## src/rtl/hazard_control_unit.sv

```systemverilog
// DOF-stage hazard sequencer: write scoreboard, RAW stall/bubble, taken-branch flush FSM, event counters.
// Optional macro BYPASS_EN: forward from EX/WB instead of stalling on non-load hits.
module hazard_control_unit #(
    parameter int ADDR_BITS      = 5,
    parameter int PIPE_DEPTH     = 2,
    parameter int BRANCH_PENALTY = 2,
    parameter int CNT_BITS       = 16
) (
    input  logic                 clk,
    input  logic                 reset,
    input  logic [ADDR_BITS-1:0] AA,
    input  logic [ADDR_BITS-1:0] BA,
    input  logic                 a_used,
    input  logic                 b_used,
    input  logic                 dof_rw,
    input  logic [ADDR_BITS-1:0] dof_da,
    input  logic                 dof_load,
    input  logic                 branch_taken,
    output logic                 stall,
    output logic                 bubble,
    output logic                 flush,
    output logic [1:0]           fwd_a,
    output logic [1:0]           fwd_b,
    output logic [CNT_BITS-1:0]  stall_cnt,
    output logic [CNT_BITS-1:0]  flush_cnt
);
    localparam logic [2:0] PEN_M1 = 3'(BRANCH_PENALTY - 1);

    typedef enum logic {S_RUN, S_FLUSH} state_t;

    state_t                 state;
    logic [2:0]             fcnt;
    logic                   sb_valid [PIPE_DEPTH];
    logic [ADDR_BITS-1:0]   sb_da    [PIPE_DEPTH];
    logic                   hit_a;
    logic                   hit_b;
    logic                   need_a;
    logic                   need_b;
    logic                   accept;

    // Outputs are gated by reset so an asynchronous reset silences them at once.
    assign flush  = !reset && (branch_taken || state == S_FLUSH);
    assign stall  = !reset && (need_a || need_b) && !flush;
    assign bubble = stall || flush;
    assign accept = !stall && !flush;

`ifdef BYPASS_EN
    logic       sb_load [PIPE_DEPTH];
    logic [1:0] idx_a;
    logic [1:0] idx_b;
    logic       ld_a;
    logic       ld_b;

    // Scan oldest to youngest so the youngest matching entry is the one kept.
    always_comb begin
        hit_a = 1'b0;
        hit_b = 1'b0;
        idx_a = 2'd0;
        idx_b = 2'd0;
        ld_a  = 1'b0;
        ld_b  = 1'b0;
        for (int i = PIPE_DEPTH - 1; i >= 0; i--) begin
            if (a_used && AA != '0 && sb_valid[i] && sb_da[i] == AA) begin
                hit_a = 1'b1;
                idx_a = 2'(i);
                ld_a  = sb_load[i];
            end
            if (b_used && BA != '0 && sb_valid[i] && sb_da[i] == BA) begin
                hit_b = 1'b1;
                idx_b = 2'(i);
                ld_b  = sb_load[i];
            end
        end
    end

    // Only a load still in EX has no value to forward yet.
    assign need_a = hit_a && idx_a == 2'd0 && ld_a;
    assign need_b = hit_b && idx_b == 2'd0 && ld_b;
    assign fwd_a  = (hit_a && !need_a && idx_a < 2'd2) ? idx_a + 2'd1 : 2'd0;
    assign fwd_b  = (hit_b && !need_b && idx_b < 2'd2) ? idx_b + 2'd1 : 2'd0;
`else
    logic unused_load;

    always_comb begin
        hit_a = 1'b0;
        hit_b = 1'b0;
        for (int i = 0; i < PIPE_DEPTH; i++) begin
            if (a_used && AA != '0 && sb_valid[i] && sb_da[i] == AA) hit_a = 1'b1;
            if (b_used && BA != '0 && sb_valid[i] && sb_da[i] == BA) hit_b = 1'b1;
        end
    end

    assign need_a      = hit_a;
    assign need_b      = hit_b;
    assign fwd_a       = 2'd0;
    assign fwd_b       = 2'd0;
    assign unused_load = dof_load;
`endif

    // Scoreboard: entry 0 is EX; stalled or flushed instructions enter as invalid.
    always_ff @(posedge clk or posedge reset) begin
        if (reset) begin
            for (int i = 0; i < PIPE_DEPTH; i++) begin
                sb_valid[i] <= 1'b0;
                sb_da[i]    <= '0;
`ifdef BYPASS_EN
                sb_load[i]  <= 1'b0;
`endif
            end
        end else begin
            for (int i = PIPE_DEPTH - 1; i > 0; i--) begin
                sb_valid[i] <= sb_valid[i-1];
                sb_da[i]    <= sb_da[i-1];
`ifdef BYPASS_EN
                sb_load[i]  <= sb_load[i-1];
`endif
            end
            sb_valid[0] <= accept && dof_rw && dof_da != '0;
            sb_da[0]    <= dof_da;
`ifdef BYPASS_EN
            sb_load[0]  <= dof_load;
`endif
        end
    end

    // fcnt holds the flush cycles still owed after the current one.
    always_ff @(posedge clk or posedge reset) begin
        if (reset) begin
            state <= S_RUN;
            fcnt  <= 3'd0;
        end else begin
            case (state)
                S_RUN: begin
                    if (branch_taken && PEN_M1 != 3'd0) begin
                        state <= S_FLUSH;
                        fcnt  <= PEN_M1;
                    end
                end
                S_FLUSH: begin
                    if (branch_taken) begin
                        fcnt <= PEN_M1;
                    end else if (fcnt <= 3'd1) begin
                        state <= S_RUN;
                        fcnt  <= 3'd0;
                    end else begin
                        fcnt <= fcnt - 3'd1;
                    end
                end
                default: begin
                    state <= S_RUN;
                    fcnt  <= 3'd0;
                end
            endcase
        end
    end

    always_ff @(posedge clk or posedge reset) begin
        if (reset) begin
            stall_cnt <= '0;
            flush_cnt <= '0;
        end else begin
            if (stall && stall_cnt != '1) stall_cnt <= stall_cnt + 1'b1;
            if (flush && flush_cnt != '1) flush_cnt <= flush_cnt + 1'b1;
        end
    end
endmodule
```

## config.mk

```make
export PLATFORM = sky130hd
export DESIGN_NAME = hazard_control_unit
export DESIGN_NICKNAME = d
export VERILOG_FILES = /design/src/rtl/hazard_control_unit.sv
export SDC_FILE = /design/constraint.sdc
export NUM_CORES = 1
export LEC_CHECK = 0
export CAP_MARGIN = 20
export CORE_MARGIN = 3
export CORE_UTILIZATION = 42
export CTS_BUF_LIST = sky130_fd_sc_hd__clkbuf_4 sky130_fd_sc_hd__clkbuf_8
export CTS_CLUSTER_SIZE = 16
export DETAILED_ROUTE_END_ITERATION = 12
export GPL_TIMING_DRIVEN = 1
export PLACE_DENSITY_LB_ADDON = 0.15
export SYNTH_ARGS = -nofsm -noshare
export SYNTH_HDL_FRONTEND = slang
export SYNTH_SLANG_ARGS = --single-unit
export TNS_END_PERCENT = 100
```

## constraint.sdc

```tcl
create_clock -name clk -period 2.55 [get_ports clk]
set_clock_uncertainty 0.15 [all_clocks]
set_input_delay 0.3825 -clock clk [delete_from_list [all_inputs] [get_ports clk]]
set_output_delay 0.3825 -clock clk [all_outputs]
set_load 0.01 [all_outputs]
```

# After elaboration in Yosys (flattened, before gate mapping)
# Index checks and enable logic that the tools add are counted.
[word_totals]
register_bits = 48
latch_bits = 0
ramBits = 0
rom_bits = 0
input_bits = 22
out_inout_bits = 39
mem_count = 0
[classes]
n_addsub = 3
multipliers = 0
div_mod_pow = 0
n_lt_le_gt_ge = 1
eq_ne = 7
n_shift = 0
muxes = 12
bitwise_logic = 1
n_reduce_logical = 27
[op_table]
columns = ["op", "count"]
rows = [
  ["16-bit by 1-bit adder with 16-bit output (second input constant)", 2],
  ["16-bit != test (second input constant)", 2],
  ["5-bit == test", 4],
  ["1-bit logical AND", 18],
  ["5-bit nonzero test", 3],
  ["3-bit 2-to-1 mux", 3],
  ["1-bit 2-to-1 mux", 7],
  ["3-bit case mux with 2 select lines", 1],
  ["3-bit by 1-bit less-or-equal comparator with 1-bit output (second input constant)", 1],
  ["1-bit logical NOT", 3],
  ["1-bit logical OR", 3],
  ["3-bit by 1-bit subtractor with 3-bit output (second input constant)", 1],
  ["2-bit != test (second input constant)", 1],
  ["1-bit case mux with 2 select lines", 1],
  ["1-bit inverter", 1],
]

# Logic depth before layout (Yosys ltp)
# Gate-level depths: netlist of the first run.
[depth]
depth_word = 13
mapped_depth = 8
mapped_depth_nobuf = 7

# Least setup slack after synthesis of the first run
# No wires, ideal clock.
[synth_timing]
path_type = "input -> register"
startpoint = "input port reset"
endpoint = "register stall_cnt[2]"
arrival_ns = 2.672
path_slack_ns = -0.399
cell_stages = 7
n_path_buf = 1
path_cell_list = "inv_1 -> nand2_1 -> a311oi_1 -> a22oi_2 -> buf_6 -> nand2b_1 -> xnor2_1"
[synth_between]
elab_chain_len = 5
word_cells_on_any_way = 6
cone_classes = "reduce/logical: 6"
[synth_rtl]
columns = ["element", "line", "source"]
rows = [
  ["start, declared", "10", "input logic reset,"],
  ["1-bit logical NOT (no source line) *", "n/a", ""],
  ["1-bit logical AND", "42", "assign flush = !reset && (branch_taken || state == S_FLUSH);"],
  ["1-bit logical NOT", "43", "assign stall = !reset && (need_a || need_b) && !flush;"],
  ["1-bit logical AND *", "43", ""],
  ["1-bit logical AND *", "162", "if (stall && stall_cnt != '1) stall_cnt <= stall_cnt + 1'b1;"],
  ["end signal, assigned", "162", ""],
  ["end, declared", "24", "output logic [CNT_BITS-1:0] stall_cnt,"],
]
# Every way passes the cells marked *; elsewhere a longest branch is shown, timed or not.
# A chain may end at the register's enable or synchronous reset.

# Worst setup path after layout of the first run
[layout_timing]
startpoint = "input port AA[2]"
endpoint = "output port bubble"
[layout_between]
elab_chain_len = 10
word_cells_on_any_way = 14
cone_classes = "eq/ne: 2; mux: 2; reduce/logical: 10"
[layout_rtl]
columns = ["element", "line", "source"]
rows = [
  ["start, declared", "11", "input logic [ADDR_BITS-1:0] AA,"],
  ["5-bit nonzero test", "88", "if (a_used && AA != '0 && sb_valid[i] && sb_da[i] == AA) hit_a = 1'b1;"],
  ["1-bit logical AND (3 in a row)", "88", ""],
  ["1-bit 2-to-1 mux", "88", ""],
  ["1-bit 2-to-1 mux *", "88", ""],
  ["1-bit logical OR *", "43", ""],
  ["1-bit logical AND * (2 in a row)", "43", ""],
  ["1-bit logical OR *", "44", "assign bubble = stall || flush;"],
  ["end, declared", "20", "output logic bubble,"],
]
# Marks and branches as above.

==> reports/metrics.csv, run 1 <==
stage;metric;value;unit
status;status;complete, no violations;
worst_setup_path;Worst R2R Setup Slack;270;ps
logic_synthesis;count leader, synth;dfrtp_1;
cts;CTS Buffer Depth;2;
routing;WL met2;2457;microns
cts;clk slew on worst S/H paths;90;ps
timing;Peak Freq;0.4009;GHz
timing;setup violators final;0;
cts;clock sinks;48;
global_routing;largest net degree at the start of global routing;49;
cells_and_area;Finished Layout Cells;367;
logic_synthesis;leading area contributor after synthesis;dfrtp_1;
cts;Hold-fix buffers, CTS;0;
hold_path;WHS Path Cells;0;
floorplan;full die area;6508;sq um
logic_synthesis;synth warn;0;
floorplan;Core ar.;5238;sq um
worst_setup_path;CP max FO;2;
logic_synthesis;Cell variety after synth;34;
routing;drt first pass iters;4;
routing;M1 WL;2334;microns
worst_setup_path;crit-path leading delay family;buffers and inverters;
timing;PnR worst setup slack;55.42;ps
timing;slew margin rel.;0.6011;
logic_synthesis;Synth area leaders;dfrtp_1 (51%), xnor2_1 (13%), xor2_1 (4.9%), nand3_1 (4.3%), nor2_1 (2.7%);
cells_and_area;FF/Latch Area;1201;sq um
placement;routability cong.;0.8345;
power;Peak VDD IR;0.0004213;V
cells_and_area;proportion of layout cells with a drive suffix above 1;0.1549;
cells_and_area;Multi-input gate area;1125;sq um
floorplan;Top Ports;61;
global_routing;GRT Total Usage;0.1662;
routing;final wirelength;5022;microns
routing;post-route ant nets;0;
worst_setup_path;kind of critical path;primary input to primary output;
routing;Wirelength per Cell;13.68;microns
worst_setup_path;Worst R2R End;stall_cnt[12];
cts;later-pin clock latency in the skew report;300;ps
worst_setup_path;Crit. End Element;primary output;
floorplan;initial core utilization;0.4472;
flow_run;maxcap violations;0;
worst_setup_path;RR Startpoint;sb_da[9];
cts;H-tree depth;2;
cells_and_area;synth-to-layout area growth;38.35;%
placement;PortBufs;55;
hold_path;Hold Path Origin;sb_valid[1];
timing;pins over their slew limit;0;
global_routing;initial antenna violation count;0;
worst_setup_path;critical path's slowest cell;or4_4;
logic_synthesis;Synth Flop Type;dfrtp_1;
floorplan;Die Height;80.68;microns
routing;top layer in use;met4;
power;power density over the cells;547.0;nW/um^2
logic_synthesis;Synth top area share;0.5128;
timing;Slew @ Worst Pin;598.4;ps
logic_synthesis;post-synthesis instance area;2342;sq um
worst_setup_path;Worst Path Arrival;1960;ps
worst_setup_path;crit-path cells;dlygate4sd2_1, or4_4, o21ai_4, inv_1, a32oi_2, buf_4, a21oi_2, buf_2;
placement;dpl cells;357;
hold_path;hold endpoint;sb_valid[0];
cts;CTS tree;done;
power;Total Power Consumption;1.773;mW
logic_synthesis;Post-Synthesis Cells;216;
logic_synthesis;Avg Cell Area, Syn;10.84;sq um
timing;final critical-path share of the clock period;0.9783;
cells_and_area;n_diodes;0;
timing;Tmin final;2495;ps
cts;total CTS buffers;5;
cts;clk root buf;clkbuf_8;
cells_and_area;Fill cells;473;
worst_setup_path;cell count of the worst reg-to-reg path;8;
placement;pre-CTS setup slack;-427.0;ps
worst_setup_path;CP Buf/Inv Count;4;
power;Pleak;1.454;nW
placement;Final HPWL DP;3701;microns
floorplan;Die Span X;80.68;microns
logic_synthesis;asr flop ratio synth;1.000;
global_routing;number of global-route vias before repair;1845;
timing;Final Hold Fails;0;
logic_synthesis;sequential share of the synthesized area;0.5128;
routing;Residual DRC;0;
timing;Hold Slack;275.3;ps
routing;via count;1813;
hold_path;Hold Path Class;register to register;
global_routing;total gr overflow;0;
routing;DRT iter0 DRCs;62;
floorplan;row count;26;
logic_synthesis;most frequent cells after synthesis;dfrtp_1 (48), xnor2_1 (35), nand3_1 (20), nor2_1 (17), nand2_1 (14);
worst_setup_path;crit path launch type;primary input;
global_routing;first-pass GRT wire length;8438;microns
routing;met3 wire len;188;microns
logic_synthesis;Seq cells post-synth;48;
worst_setup_path;CP peak stage delay;560;ps
logic_synthesis;Post-synth EDFFs;0;
routing;Via-to-Cell Ratio;4.940;
worst_setup_path;Req. time, crit path;2020;ps
cells_and_area;Nets;322;
==> how the worst max path moves through the flow <==
| stage | startpoint | to | cells past startpoint |
|---|---|---|---|
| 2_1_floorplan | reset | stall_cnt[1] | 6 |
| 3_3_place_gp | BA[1] | bubble | 7 |
| 3_5_place_dp | BA[4] | bubble | 7 |
| 4_1_cts | AA[0] | bubble | 8 |
| 5_1_grt | AA[2] | bubble | 8 |
| 6_report | AA[2] | bubble | 8 |
==> layer usage <==
metal | track usage | vias up
li1 | - | 904
met1 | 0.2272 | 869
met2 | 0.2748 | 35
met3 | 0.02915 | 5
met4 | 0.03716 | 0
met5 | 0 | -
==> power by group <==
part           switching, mW  leakage [nW]  internal [mW]
sequential            0.0918         0.626          0.831
clock                  0.248        0.0510          0.217
combinational          0.160         0.777          0.225
==> stage by stage <==
step	utilization	cell area (sq um)	TNS, ps
4_1_cts	0.6120	3206	0
3_3_place_gp	0.5910	3095	-1327
6_report	0.6187	3241	0
3_5_place_dp	0.5910	3095	-1532
2_1_floorplan	-	2360	0
5_1_grt	0.6187	3241	-6.778
==> kinds of logic (layout without fill, tap and decap cells) <==
group | Yosys count | in the layout | synth area share
adder cells (fa/ha/maj) | 4 | 4 | 0.02137
buffers and inverters | 11 | 89 | 0.02724
XOR/XNOR | 48 | 48 | 0.1795
other | 1 | 4 | 0.001601
AND/OR/NAND/NOR | 82 | 82 | 0.1811
flip-flops | 48 | 48 | 0.5128
multiplexers | 3 | 3 | 0.01442
AO/OA/AOI/OAI | 19 | 19 | 0.06197
==> final cells by class <==
| cell class | count | share of cell area |
|---|---|---|
| timing repair buffer | 76 | 0.2197 |
| multi-input combinational | 160 | 0.3471 |
| inverter | 5 | 0.006950 |
| tap | 70 | 0.02703 |
| sequential | 48 | 0.3707 |
| clock inverter | 2 | 0.003089 |
| clock buffer | 6 | 0.02548 |
==> timing repair <==
| action | CTS | global route |
|---|---|---|
| endpoints found under the setup margin | 2 | 3 |
| pin swaps | 4 | 1 |
| setup buffers | 2 | 0 |
| resized for setup | 12 | 9 |
==> placed cells by master, fill, tap and decap left out, types with 2 or more instances in the layout <==
cell	count
nand3_1	20
buf_4	21
dfrtp_1	48
and3_1	9
ha_1	4
nand4_1	8
clkdlybuf4s50_1	43
inv_1	4
nor3_1	3
a311oi_1	3
nor4_1	2
nand2b_1	3
xor2_1	13
mux2_2	3
clkbuf_8	6
dlygate4sd2_1	5
conb_1	4
dlymetal6s2s_1	6
nor2_1	17
nand2_1	13
xnor2_1	35
o21ai_0	2
o22ai_2	2
nor4b_2	2
clkinv_2	2
a21oi_1	4
==> flip-flops by register name (all words and copies together), names as in the netlist <==
signal / cells
flush_cnt: 16
sb_valid: 2
sb_da: 10
fcnt: 3
state: 1
stall_cnt: 16
No activity file was read; power rests on OpenSTA's default activity.
==> run 2, diff against run 1 <==
Settings changed: PLACE_DENSITY set to 0.67, PLACE_DENSITY_LB_ADDON 0.15 to unset.
==> reports/metrics.csv, run 2 (synthesized netlist as in run 1, its figures left out) <==
stage;metric;value;unit
cts;clk slew on worst S/H paths;80;ps
cells_and_area;leading cell type in the layout, fill and taps excluded;dfrtp_1;
cells_and_area;synth-to-layout area growth;38.57;%
worst_setup_path;CP Buf/Inv Count;4;
floorplan;initial core utilization;0.4472;
floorplan;Core ar.;5238;sq um
worst_setup_path;critical path's slowest cell;or4_4;
timing;Final Hold Fails;0;
timing;final critical-path share of the clock period;0.9757;
placement;routability cong.;0.8096;
worst_setup_path;crit path launch type;primary input;
worst_setup_path;Worst R2R Setup Slack;210;ps
cells_and_area;post-route design area;3246;sq um
floorplan;full die area;6508;sq um
placement;Final HPWL DP;3625;microns
cts;CTS tree;done;
power;Pleak;1.455;nW
routing;DRT iter0 DRCs;41;
worst_setup_path;Crit. End Element;primary output;
floorplan;row count;26;
cells_and_area;Core Util, Final;0.6197;
timing;slew margin rel.;0.5997;
placement;PortBufs;55;
timing;Tmin final;2488;ps
global_routing;number of global-route vias before repair;1869;
worst_setup_path;Worst Path Arrival;1960;ps
timing;Peak Freq;0.4019;GHz
cells_and_area;largest registers;flush_cnt: 16 flops, stall_cnt: 16 flops, sb_da: 10 flops;
cells_and_area;Fill cells;448;
routing;Via-to-Cell Ratio;4.995;
cts;clock sinks;48;
floorplan;Die Height;80.68;microns
timing;Slew @ Worst Pin;600.4;ps
power;Peak VDD IR;0.0004903;V
cts;H-tree depth;2;
worst_setup_path;crit-path leading delay family;buffers and inverters;
worst_setup_path;CP max FO;3;
worst_setup_path;cell count of the worst reg-to-reg path;8;
cts;later-pin clock latency in the skew report;300;ps
worst_setup_path;kind of critical path;primary input to primary output;
hold_path;Hold Path Class;register to register;
cells_and_area;proportion of layout cells with a drive suffix above 1;0.1453;
floorplan;Top Ports;61;
global_routing;initial antenna violation count;0;
timing;setup violators final;0;
routing;via count;1828;
cells_and_area;Nets;323;
flow_run;maxcap violations;0;
cts;Hold-fix buffers, CTS;0;
cells_and_area;n_diodes;0;
cts;total CTS buffers;5;
routing;drt first pass iters;4;
cells_and_area;most frequent cells in the layout;dfrtp_1 (48), clkdlybuf4s50_1 (43), xnor2_1 (35), buf_4 (22), nand3_1 (20);
global_routing;largest net degree at the start of global routing;49;
status;status;complete, no violations;
worst_setup_path;CP peak stage delay;560;ps
placement;placed inst area;3088;sq um
global_routing;total gr overflow;0;
power;power density over the cells;562.4;nW/um^2
worst_setup_path;instance count on the critical path;8;
cells_and_area;FF/Latch Area;1201;sq um
cts;CTS Buffer Depth;2;
global_routing;first-pass GRT wire length;8431;microns
floorplan;Die Span X;80.68;microns
timing;pins over their slew limit;0;
hold_path;WHS Path Cells;0;
routing;post-route ant nets;0;
routing;Wirelength per Cell;13.68;microns
cts;clk root buf;clkbuf_8;
routing;Residual DRC;0;
global_routing;GRT Total Usage;0.1679;
routing;final wirelength;5008;microns
worst_setup_path;Req. time, crit path;2020;ps
cells_and_area;Multi-input gate area;1115;sq um
worst_setup_path;crit-path cells;dlygate4sd2_1, or4_4, o21ai_4, inv_1, a32oi_2, buf_4, a21oi_1, buf_2;
## run 2: changes by cell type in the layout (fill, tap and decap cells not counted), sizes merged
cell / delta
buf: +1
clkbuf: -1
dlygate4sd2: -1
bufinv: +1
clkdlybuf4s15: +1
clkinv: -2
## run 2: final cells by class
class	instances	share of cell area
well taps	70	0.02699
inverters	5	0.006939
flip-flops and latches	48	0.3701
repair buffers	77	0.2221
multi-input cells	160	0.3435
clock inverters	1	0.009252
clock buffers	5	0.02120
## run 2: final timing paths
path / startpoint / endpoint
min in group asynchronous: reset / stall_cnt[2]
hold / removal: sb_valid[1] / sb_valid[0]
setup reg to reg: sb_da[8] / stall_cnt[12]
hold reg to reg: sb_valid[1] / sb_valid[0]
setup / recovery: AA[2] / bubble
max in group asynchronous: reset / flush_cnt[3]
## run 2: per-stage QoR
stage	cells	setup slack, ps	total power, mW	hold WS [ps]	setup TNS (ps)
3_5_place_dp	356	-446.6	1.320	262.7	-2357
6_report	366	62.03	1.825	293.5	0
2_1_floorplan	219	78.46	1.109	223.5	0
5_1_grt	366	-5.990	1.942	310.4	-5.990
3_3_place_gp	356	-393.3	1.319	269.4	-1939
4_1_cts	365	3.609	1.848	282.8	0
## run 2: where the power goes
group	internal, mW	switching [mW]
registers	0.831	0.0900
clock network	0.282	0.235
logic	0.227	0.161
## run 2: what timing repair did
item                       CTS  global route
buffers inserted             3             1
resized for setup           12             8
setup endpoints to repair    2             3
pin swaps                    4             7
## run 2: per-layer routing
layer | wire length (microns) | global-route usage | vias to the layer above | part of all wire
li1 | - | - | 900 | -
met1 | 2270 | 0.2199 | 878 | 0.45
met2 | 2424 | 0.2715 | 46 | 0.48
met3 | 278 | 0.04709 | 4 | 0.056
met4 | 34 | 0.04730 | 0 | 0.0068
met5 | 0 | 0 | - | 0
